===== config.mk =====
export PLATFORM = sky130hd
export DESIGN_NAME = fetch_ctrl
export DESIGN_NICKNAME = d
export VERILOG_FILES = /design/src/rtl/fetch_ctrl.sv
export SDC_FILE = /design/constraint.sdc
export NUM_CORES = 1
export LEC_CHECK = 0
export CAP_MARGIN = 10
export CORE_MARGIN = 3
export CORE_UTILIZATION = 53
export CTS_BUF_LIST = sky130_fd_sc_hd__clkbuf_4 sky130_fd_sc_hd__clkbuf_8
export CTS_CLUSTER_DIAMETER = 30
export DETAILED_ROUTE_END_ITERATION = 6
export GPL_TIMING_DRIVEN = 0
export PLACE_DENSITY = 0.83
export SLEW_MARGIN = 20
export SYNTH_ARGS = -nofsm -noshare
export SYNTH_HDL_FRONTEND = slang
export SYNTH_SLANG_ARGS = --single-unit
export TNS_END_PERCENT = 20

===== constraint.sdc =====
create_clock -name Clk -period 2.45 [get_ports Clk]
set_input_delay 0.49 -clock Clk [delete_from_list [all_inputs] [get_ports Clk]]
set_output_delay 0.49 -clock Clk [all_outputs]
set_load 0.05 [all_outputs]

===== src/rtl/fetch_ctrl.sv =====
// rtl/fetch_ctrl.sv - instruction fetch controller with 2-entry queue and redirect
// Optional halt at end of program enabled by macro FETCH_HALT_EN.
module fetch_ctrl #(
   parameter int DATA_WIDTH  = 32,
   parameter int PROG_LENGTH = 16
) (
   input  logic                  Clk,
   input  logic                  Reset_n,
   output logic [DATA_WIDTH-1:0] PC,
   input  logic [DATA_WIDTH-1:0] Instruction,
   output logic [DATA_WIDTH-1:0] InstrOut,
   output logic [DATA_WIDTH-1:0] InstrPC,
   output logic                  InstrValid,
   input  logic                  InstrReady,
   input  logic [1:0]            RedirType,
   input  logic [25:0]           RedirImm,
   input  logic [DATA_WIDTH-1:0] RedirBase,
   output logic                  Done
);

   typedef enum logic [1:0] {ST_FETCH, ST_DRAIN, ST_DONE} state_t;

   state_t                state;
   state_t                next_state;
   logic [DATA_WIDTH-1:0] head_pc;
   logic [DATA_WIDTH-1:0] head_instr;
   logic [DATA_WIDTH-1:0] tail_pc;
   logic [DATA_WIDTH-1:0] tail_instr;
   logic [1:0]            count;
   logic                  redir;
   logic                  pop;
   logic                  push;
   logic [DATA_WIDTH-1:0] redir_target;

   assign redir      = (RedirType == 2'b01) || (RedirType == 2'b10);
   assign InstrValid = (count != 2'd0);
   assign pop        = InstrValid && InstrReady;
   // A full queue can still accept when its head leaves on the same edge.
   assign push       = (state == ST_FETCH) && ((count != 2'd2) || pop);
   assign InstrOut   = head_instr;
   assign InstrPC    = head_pc;

   always_comb begin
      redir_target = RedirBase + {{(DATA_WIDTH-1){1'b0}}, 1'b1}
                   + {{(DATA_WIDTH-16){RedirImm[15]}}, RedirImm[15:0]};
      if (RedirType == 2'b01)
         redir_target = {{(DATA_WIDTH-26){1'b0}}, RedirImm};
   end

`ifdef FETCH_HALT_EN
   localparam logic [DATA_WIDTH-1:0] LAST_PC = DATA_WIDTH'(PROG_LENGTH - 1);
   assign Done = (state == ST_DONE);
`else
   assign Done = 1'b0;
`endif

   always_comb begin
      next_state = state;
      if (redir)
         next_state = ST_FETCH;
`ifdef FETCH_HALT_EN
      else if (state == ST_FETCH && push && PC == LAST_PC)
         next_state = ST_DRAIN;
      else if (state == ST_DRAIN && pop && count == 2'd1)
         next_state = ST_DONE;
`endif
   end

   always_ff @(posedge Clk or negedge Reset_n) begin
      if (!Reset_n)
         state <= ST_FETCH;
      else
         state <= next_state;
   end

   always_ff @(posedge Clk or negedge Reset_n) begin
      if (!Reset_n) begin
         PC         <= '0;
         count      <= 2'd0;
         head_pc    <= '0;
         head_instr <= '0;
         tail_pc    <= '0;
         tail_instr <= '0;
      end else if (redir) begin
         PC    <= redir_target;
         count <= 2'd0;
      end else begin
         if (push)
            PC <= PC + {{(DATA_WIDTH-1){1'b0}}, 1'b1};
         case ({push, pop})
            2'b10: begin
               if (count == 2'd0) begin
                  head_pc    <= PC;
                  head_instr <= Instruction;
                  count      <= 2'd1;
               end else begin
                  tail_pc    <= PC;
                  tail_instr <= Instruction;
                  count      <= 2'd2;
               end
            end
            2'b01: begin
               head_pc    <= tail_pc;
               head_instr <= tail_instr;
               count      <= count - 2'd1;
            end
            2'b11: begin
               if (count == 2'd1) begin
                  head_pc    <= PC;
                  head_instr <= Instruction;
               end else begin
                  head_pc    <= tail_pc;
                  head_instr <= tail_instr;
                  tail_pc    <= PC;
                  tail_instr <= Instruction;
               end
            end
            default: ;
         endcase
      end
   end

endmodule


==> results.yml, run 1 <==
worst_setup_path:
  start_kind: "input port"
  cp_cell_sequence: "clkdlybuf4s50_1, ha_4, inv_1, o31ai_4, a32oi_2, nand2_2, a21oi_4, buf_4, o31ai_2, xnor2_1, o21ai_1"
  slowest_delay_ns: 0.49
  critical_path_required_ns: 2.78
  worst-path-buf-inv: 3
  cp-end-kind: "register"
  crit_start: "RedirImm[8]"
  crit_type: "in2reg"
  r2r-start: "PC[8]$_DFFE_PN0P_"
  r2r_end: "PC[31]$_DFFE_PN0P_"
  worst-endpoint-arrival_ns: 2.80
  reg2regPathDepth: 8
  path_depth: 11
  reg2reg_slack_ns: 0.14
  slowest_stage: "clkdlybuf4s50_1"
  cp_top_family: "compound AO/OA/AOI/OAI gates"
  cp_max_fo: 4
  endpoint: "PC[31]$_DFFE_PN0P_"
logic_synthesis:
  yosys_warnings: 0
  yosys.area_share.simple_pct: 11.7
  netlist-cell-type-count: 64
  synthXorXnorAreaFrac_pct: 4.92
  ys_seq_area_share_pct: 44.6
  synth_area_per_cell_um2: 9.94
  synth_edf_count: 0
  synth-main-ff-cell: "dfrtp_1"
  syn_nets: 1043
  synthMuxAreaShare_pct: 15.1
  synth_compound_area_share_pct: 15.4
  ys_async_sr_fraction_pct: 100
  synth_top_family_by_area: "compound AO/OA/AOI/OAI gates"
  yosys.area_share.adder_pct: 4.76
  synthCells: 914
  synth-seq-cells: 162
  synthesis.area_um2: 9090
clock_network:
  holdBufCountCts: 0
  numCtsBuffers: 17
  cts.sinks: 162
  clk_latency_ns: 0.44
  path_clk_slew_ns: 0.08
  cts_buffer_depth: 2
  cts-root-buf: "clkbuf_8"
  h-tree-depth: 4
  cts_tree: "yes"
floorplanning:
  initial_core_util_pct: 54.4
  core_um2: 16700
  ios: 193
  dieHeight_um: 137
  dieWidth_um: 137
  die_area_um2: 18800
  fp-row-count: 47
global_routing:
  gr-total-overflow: 0
  grt_pass1_wl_um: 37000
  grt_pass1_vias: 7452
  grt_start_max_net_pins: 86
  grt_use_total_pct: 24.9
  antenna_found_initial: 0
pwr:
  p_clk_share_pct: 19.4
  p_int_uw: 7090
  p_sw_share_pct: 40.9
  powerDensity_nw_per_um2: 956
  p_sw_uw: 4900
  pwr-share-seq_pct: 36.0
  p_leak_uw: 0.00564
  p_comb_share_pct: 44.6
  ir_worst_vdd_mv: 0.460
finish:
  regArea_um2: 4050
  area_growth_pct: 37.9
  final_nets: 1274
  antenna_cells: 0
  multi_input_area_um2: 5230
  drive_above_1_share_pct: 17.9
  fillers: 1178
detailed_routing:
  ant_nets: 0
  drt_wl_total_um: 24900
  vias: 7906
  wl_per_cell_um: 18.1
  wl_met2_um: 12100
  drtIter0Drc: 514
  drcViolationCount: 0
  routed.top_layer: "met4"
  via_per_inst: 5.74
  met1Wirelength_um: 10100
  wl_met3_um: 1720
  dr.pass1.iters: 5
timing:
  hold_viol: 0
  fin_skew_ns: 0.0120
  rsz0062_at_grt: "yes"
  min_period_ns: 2.47
  min_period_over_period_pct: 101
  layout_setup_ws_ns: -0.0202
  slew_viol_final: 0
  tightest_slew_ns: 0.758
  setup_violations: 2
  relSlewSlack_pct: 49.4
  finalHoldWorstSlack_ns: 0.00103
  max_freq_mhz: 405
run:
  maxCapViolCount: 0
placement:
  place.gp.congestion: 0.888
  port_buffers: 191
  place_ws_ns: -1.21
  post-dp-hpwl_um: 17700
hold_path:
  hold_path_class: "in2async"
status:
  violations: "setup timing"
  status: "complete, but fails checks"
==> kinds of logic after synthesis <==
kind of cell	after synthesis
AO/OA/AOI/OAI	230
AND/OR/NAND/NOR	228
flip-flops	162
multiplexers	129
buffers and inverters	79
XOR/XNOR	51
adder cells (fa/ha/maj)	34
other	1
==> registers in the layout, indices dropped and copies added (netlist names) <==
register	count
InstrOut	32
InstrPC	32
PC	32
count	2
tail_instr	32
tail_pc	32
==> cell usage in the layout (no fill, tap or decap), drive strengths merged, types with 6 or more instances in the layout <==
| cell type | synthesis | layout |
|---|---|---|
| a211oi | 13 | 13 |
| a21o | 9 | 9 |
| a21oi | 50 | 50 |
| a22oi | 6 | 6 |
| buf | 15 | 44 |
| bufinv | 0 | 6 |
| clkbuf | 42 | 58 |
| clkdlybuf4s50 | 0 | 165 |
| clkinv | 1 | 7 |
| dfrtp | 162 | 162 |
| dlymetal6s2s | 0 | 20 |
| ha | 33 | 33 |
| inv | 21 | 21 |
| mux2 | 62 | 62 |
| mux2i | 67 | 67 |
| nand2 | 107 | 107 |
| nand3 | 18 | 18 |
| nand4 | 21 | 21 |
| nor2 | 35 | 35 |
| nor2b | 9 | 9 |
| nor3 | 15 | 15 |
| o21a | 8 | 8 |
| o21ai | 104 | 104 |
| o21bai | 6 | 6 |
| o31ai | 7 | 7 |
| xnor2 | 25 | 25 |
| xor2 | 26 | 26 |
==> worst min-delay path by stage <==
stage / depth (start not counted) / end / slack [ns] / startpoint
after global routing: 1 / InstrOut[21]$_DFFE_PN0P_ / 0.03 / Reset_n
after detailed placement: 2 / InstrPC[6]$_DFFE_PN0P_ / 0.47 / InstrPC[6]$_DFFE_PN0P_
after CTS: 1 / InstrOut[23]$_DFFE_PN0P_ / 0.01 / Reset_n
after global placement: 2 / InstrPC[11]$_DFFE_PN0P_ / 0.46 / InstrPC[11]$_DFFE_PN0P_
final: 1 / InstrOut[23]$_DFFE_PN0P_ / 0.001 / Reset_n
after floorplan: 0 / InstrOut[0]$_DFFE_PN0P_ / 0.19 / Reset_n
==> metal layers <==
layer,vias up,track usage [%]
met5,-,0
met4,0,9.65
met3,88,4.52
met2,369,41.5
met1,3719,32.2
li1,3730,-
==> Yosys cell counts (7+ instances only) <==
master / count / area, um^2
o21ai_0: 100 / 500
nor2b_1: 9 / 56.3
o21a_1: 8 / 60.1
inv_1: 21 / 78.8
dfrtp_1: 162 / 4050
mux2_2: 62 / 698
clkbuf_1: 42 / 158
mux2i_1: 67 / 671
a21oi_1: 49 / 245
ha_1: 33 / 413
nand4_1: 20 / 125
nand2_1: 107 / 402
a211oi_1: 13 / 97.6
nor2_1: 35 / 131
xnor2_1: 25 / 219
nand3_1: 18 / 90.1
a21o_1: 9 / 67.6
nor3_1: 14 / 70.1
buf_1: 7 / 26.3
xor2_1: 26 / 228
==> area by class of cell <==
| cell class | instances | area share, % |
|---|---|---|
| inverters | 22 | 0.799 |
| clock inverters | 13 | 1.86 |
| plain buffers | 53 | 1.80 |
| clock buffers | 19 | 2.04 |
| well taps | 220 | 2.20 |
| flip-flops and latches | 162 | 32.4 |
| repair buffers | 216 | 17.2 |
| multi-input cells | 673 | 41.7 |
==> power groups by stage <==
| stage | Clock [uW] | Combinational [uW] | Sequential, uW |
|---|---|---|---|
| detailed placement | 0 | 5100 | 4360 |
| floorplan | 0 | 1770 | 5870 |
| CTS | 2360 | 5180 | 4310 |
| finish | 2320 | 5350 | 4320 |
| global route | 2470 | 5680 | 4440 |
| global placement | 0 | 5000 | 4300 |
==> stage by stage <==
| stage | std cells | instance area [um^2] | total power, uW | TNS (ns) | utilization [%] |
|---|---|---|---|---|---|
| global placement | 1325 | 11300 | 9300 | -935.57 | 67.7 |
| CTS | 1363 | 12000 | 11800 | -0.104 | 72.0 |
| finish | 1378 | 12500 | 12000 | -0.0326 | 75.0 |
| global route | 1378 | 12500 | 12600 | -0.760 | 75.0 |
| floorplan | 914 | 9120 | 7640 | -0.0231 | - |
| detailed placement | 1326 | 11300 | 9470 | -69.30 | 67.9 |
==> repair_timing <==
item / in CTS / in global routing
setup buffers: 7 / 17
setup endpoints to repair: 58 / 35
pin swaps: 17 / 26
resized for setup: 57 / 85
No activity file was read; power rests on OpenSTA's default activity.
==> inputs of run 2 (changes only) <==
- CORE_UTILIZATION: 53 -> 30
- GPL_TIMING_DRIVEN: 0 -> 1
- PLACE_DENSITY: 0.83 -> unset
==> run 2 against run 1 <==
Compared with the run above: the flow still finishes with violations (setup timing); flip-flop and latch count did not move; critical path depth did not move; final cell count rose by 17%; final area rose by 6.5%; first-iteration DRC count fell by 31%; setup slack improved by 0.019 ns; combinational power rose by 3.7%; routed wire length rose by 4.9%; register-to-register slack improved by 0.21 ns; die area rose by 73%; power fell by 1.7%.
==> results.yml, run 2 (same netlist as run 1, synthesis figures left out) <==
floorplanning:
  die_area_um2: 32400
  fp-row-count: 63
  dieWidth_um: 180
  ios: 193
  initial_core_util_pct: 30.6
  dieHeight_um: 180
  core_um2: 29700
finish:
  final_nets: 1335
  final_cell_mix: "clkdlybuf4s50_1, dfrtp_1, buf_4"
  design_area_um2: 13400
  drive_above_1_share_pct: 25.2
  regArea_um2: 4050
  mostFrequentLayoutCell: "clkdlybuf4s50_1"
  area_growth_pct: 46.9
  antenna_cells: 0
  fillers: 2825
  final_cells: 1608
  multi_input_area_um2: 5200
clock_network:
  clk_latency_ns: 0.45
  cts-root-buf: "clkbuf_8"
  path_clk_slew_ns: 0.09
  cts_buffer_depth: 2
  cts.sinks: 162
  numCtsBuffers: 17
  cts_tree: "yes"
  h-tree-depth: 4
placement:
  place_ws_ns: -0.978
  post-dp-hpwl_um: 19600
  place.gp.congestion: 0.863
  placedCellCount: 1569
  port_buffers: 191
  place_area_um2: 12400
detailed_routing:
  ant_nets: 0
  vias: 7620
  dr.pass1.iters: 4
  via_per_inst: 4.74
  drt_wl_total_um: 26100
  drtIter0Drc: 357
  wl_per_cell_um: 16.2
  drcViolationCount: 0
hold_path:
  hold_path_class: "in2async"
global_routing:
  gr-total-overflow: 0
  grt_start_max_net_pins: 65
  grt_pass1_vias: 7693
  antenna_found_initial: 0
  grt_use_total_pct: 15.9
  grt_pass1_wl_um: 41900
run:
  maxCapViolCount: 0
worst_setup_path:
  start_kind: "input port"
  r2r_end: "PC[31]$_DFFE_PN0P_"
  critical_path_required_ns: 2.81
  r2r-start: "PC[18]$_DFFE_PN0P_"
  worst-endpoint-arrival_ns: 2.81
  reg2reg_slack_ns: 0.35
  cp_max_fo: 7
  cp_cell_sequence: "clkdlybuf4s50_1, buf_6, ha_1, and3_1, nand3_2, a21oi_2, nor2b_2, buf_6, o311ai_4, xnor2_2, o31ai_2"
  slowest_delay_ns: 0.41
  reg2regPathDepth: 8
  cp-end-kind: "register"
  slowest_stage: "clkdlybuf4s50_1"
  crit_type: "in2reg"
  path_common_cell: "buf_6"
timing:
  layout_setup_ws_ns: -0.000884
  min_period_over_period_pct: 100
  hold_viol: 0
  tightest_slew_ns: 0.618
  min_period_ns: 2.45
  relSlewSlack_pct: 58.6
  max_freq_mhz: 408
  setup_violations: 1
  rsz0062_at_grt: "yes"
  slew_viol_final: 0
  fin_skew_ns: 0.0134
status:
  status: "complete, but fails checks"
  violations: "setup timing"
pwr:
  powerDensity_nw_per_um2: 882
  ir_worst_vdd_mv: 0.381
  power.total_uw: 11800
  p_leak_uw: 0.00605
==> run 2: cell types whose count changed in the layout (fill, tap and decap cells not counted), sizes merged <==
cell | before | now
bufinv | 6 | 2
buf | 44 | 142
dlygate4sd2 | 1 | 4
clkinvlp | 1 | 3
clkbuf | 58 | 21
clkdlybuf4s50 | 165 | 167
inv | 21 | 23
clkinv | 7 | 6
dlymetal6s2s | 20 | 15
==> run 2: power breakdown <==
part           total, uW  leakage [uW]  switching, uW  internal [uW]
clock network       1930      0.000192            992            942
registers           4300       0.00194            658           3640
logic               5550       0.00392           3270           2280
==> run 2: worst max-delay path by stage <==
stage                     slack [ns]    startpoint                  to  cells past startpoint
after global placement         -0.87  RedirBase[0]  PC[28]$_DFFE_PN0P_                     13
after floorplan                -0.02  RedirBase[0]  PC[28]$_DFFE_PN0P_                     12
after detailed placement       -0.98  RedirBase[0]  PC[28]$_DFFE_PN0P_                     13
after global routing           -0.06  RedirImm[15]  PC[29]$_DFFE_PN0P_                     11
after CTS                      -0.04  RedirImm[10]  PC[29]$_DFFE_PN0P_                     13
final                        -0.0009  RedirImm[15]  PC[29]$_DFFE_PN0P_                     11
==> run 2: layer usage <==
| metal | wire length (um) | vias to the layer above | GRT usage (%) |
|---|---|---|---|
| met2 | 12100 | 163 | 25.4 |
| met5 | 0 | - | 0 |
| met3 | 1250 | 22 | 3.84 |
| met4 | 321 | 0 | 3.59 |
| li1 | - | 3849 | - |
| met1 | 12500 | 3586 | 22.0 |
==> run 2: critical path: cells and delay by family <==
family	cells	cell delay [ns]
AOI/OAI and AO/OA	3	0.66
xor gates and xnor gates	1	0.13
adders and majority gates	1	0.36
buffers and inverters	3	0.69
and+or+nand+nor	3	0.47
==> run 2: timing repair <==
item / 4_1_cts / 5_1_grt
endpoints found under the setup margin: 25 / 24
gates resized for setup: 40 / 77
pin swaps: 17 / 30
setup buffers: 4 / 4
hold buffers: 0 / 0
==> run 2: area by class of cell <==
class                   instances  area share, %
repair buffers                330           23.4
well taps                     390           3.66
clock inverters                12          0.993
multi-input cells             673           39.0
flip-flops and latches        162           30.4
inverters                      22          0.750
clock buffers                  19           1.91
==> run 2: stage by stage <==
stage          hold slack, ns   TNS [ns]  utilization (%)
2_1_floorplan           0.194    -0.0231                -
3_3_place_gp            0.460     -16.89             41.8
3_5_place_dp            0.470     -17.69             41.8
4_1_cts                0.0195    -0.0480             43.6
5_1_grt                0.0420     -0.323             44.9
6_report               0.0299  -0.000884             44.9
==> inputs of run 3 (changes only) <==
- CELL_PAD_IN_SITES_DETAIL_PLACEMENT: unset -> 1
- CELL_PAD_IN_SITES_GLOBAL_PLACEMENT: unset -> 1
- CTS_BUF_LIST: sky130_fd_sc_hd__clkbuf_4 sky130_fd_sc_hd__clkbuf_8 -> unset
- PLACE_DENSITY_LB_ADDON: unset -> 0.1
- RECOVER_POWER: unset -> 50
==> run 3 against run 2 <==
Compared with the run above: final area grew 0.97%; sequential power barely moved; clock skew up 0.0058 ns; count of clock-buffer cells in the layout is the same; die area did not move; critical path depth shrank 2; routed wire length is 5.5% higher; the run now ends clean.
==> results.yml, run 3 (same netlist as run 1, synthesis figures left out) <==
timing:
  setup_violations: 0
  rsz0062_at_grt: "yes"
  hold_viol: 0
  max_freq_mhz: 415
  fin_skew_ns: 0.0191
  tightest_slew_ns: 1.25
  slew_viol_final: 0
  finalHoldWorstSlack_ns: 0.331
  min_period_over_period_pct: 98.4
  min_period_ns: 2.41
  relSlewSlack_pct: 16.5
global_routing:
  grt_pass1_wl_um: 44100
  antenna_found_initial: 0
  grt_pass1_vias: 8093
  gr-total-overflow: 0
  grt_start_max_net_pins: 72
  grt_use_total_pct: 16.7
detailed_routing:
  ant_nets: 0
  wl_per_cell_um: 17.1
  drt_wl_total_um: 27500
  via_per_inst: 4.83
  drtIter0Drc: 286
  dr.pass1.iters: 4
  vias: 7797
  drcViolationCount: 0
worst_setup_path:
  crit_type: "in2reg"
  worst-endpoint-arrival_ns: 2.66
  critical_path_required_ns: 2.70
  cp-end-kind: "register"
  cp_max_fo: 4
  start_kind: "input port"
placement:
  post-dp-hpwl_um: 20300
  port_buffers: 191
  place_area_um2: 12500
  place.gp.congestion: 0.820
clock_network:
  cts_tree: "yes"
  cts.sinks: 162
  holdBufCountCts: 0
  numCtsBuffers: 17
  cts-root-buf: "clkbuf_16"
  clk_latency_ns: 0.43
  h-tree-depth: 4
  cts_buffer_depth: 2
  path_clk_slew_ns: 0.07
floorplanning:
  dieWidth_um: 180
  ios: 193
  dieHeight_um: 180
  die_area_um2: 32400
  fp-row-count: 63
  initial_core_util_pct: 30.6
  core_um2: 29700
hold_path:
  hold_path_class: "in2async"
pwr:
  powerDensity_nw_per_um2: 924
  ir_worst_vdd_mv: 0.329
  p_leak_uw: 0.00610
finish:
  final_cell_mix: "clkdlybuf4s50_1, dfrtp_1, buf_4"
  drive_above_1_share_pct: 25.7
  mostFrequentLayoutCell: "clkdlybuf4s50_1"
  final_util_pct: 45.4
  area_growth_pct: 48.4
  antenna_cells: 0
  fillers: 3319
  design_area_um2: 13500
  final_nets: 1340
run:
  maxCapViolCount: 0
status:
  status: "finished clean"
run 3: repair_timing:
item                                    in CTS  in global routing
gates resized for setup                     75                 55
pin swaps                                   27                 31
endpoints found under the setup margin      27                 22
buffers inserted                             4                  5
cloned                                       1                  0
run 3: path summary, 6_finish.rpt:
kind                                    startpoint                       end  slack (ns)  cells after the start
max                                     InstrReady        PC[21]$_DFFE_PN0P_        0.04                      9
min                                        Reset_n  InstrOut[29]$_DFFE_PN0P_        0.33                      1
max reg2reg                     PC[11]$_DFFE_PN0P_        PC[29]$_DFFE_PN0P_        0.19                      8
min reg2reg                InstrPC[23]$_DFFE_PN0P_   InstrPC[23]$_DFFE_PN0P_        0.48                      2
max in group asynchronous                  Reset_n   InstrPC[30]$_DFFE_PN0P_        0.43                      2
min in group Clk                       RedirImm[0]         PC[0]$_DFFE_PN0P_        0.39                      3
run 3: layout make-up:
| cell class | instances | area, um^2 | share of cell area [%] |
|---|---|---|---|
| tap | 390 | 488 | 3.62 |
| multi-input combinational | 673 | 5190 | 38.5 |
| inverter | 22 | 100 | 0.743 |
| clock buffer | 19 | 453 | 3.36 |
| clock inverter | 13 | 124 | 0.919 |
| sequential | 162 | 4050 | 30.1 |
| timing repair buffer | 335 | 3070 | 22.8 |
run 3: through the flow:
stage / cells / setup TNS, ns / setup slack [ns] / total power, uW
2_1_floorplan: 914 / -0.0231 / -0.0231 / 7640
6_report: 1614 / 0 / 0.0400 / 12500
5_1_grt: 1614 / -0.824 / -0.0648 / 13200
3_3_place_gp: 1572 / -19.51 / -0.921 / 9740
3_5_place_dp: 1572 / -20.33 / -0.977 / 9860
4_1_cts: 1609 / -0.00752 / -0.00388 / 12600
run 3: routing by layer:
layer / vias up / GRT usage (%) / wire (um)
met1: 3792 / 23.3 / 13500
met4: 0 / 3.56 / 301
met5: - / 0 / 0
li1: 3852 / - / -
met2: 134 / 27.7 / 13000
met3: 19 / 2.66 / 801
run 3: power by group:
group | switching [uW] | total, uW | internal, uW | leakage (uW)
logic | 3300 | 5550 | 2250 | 0.00388
registers | 662 | 4310 | 3650 | 0.00194
clock network | 1140 | 2610 | 1470 | 0.000277
total | 5100 | 12500 | 7360 | 0.00610
run 3: critical path: stages:
cell	delay, ns
clkdlybuf4s50_1	0.55
or3b_4	0.47
and3_1	0.22
and3_1	0.23
nand4_1	0.24
buf_4	0.17
nor3_1	0.04
o21ai_0	0.14
o21ai_0	0.12
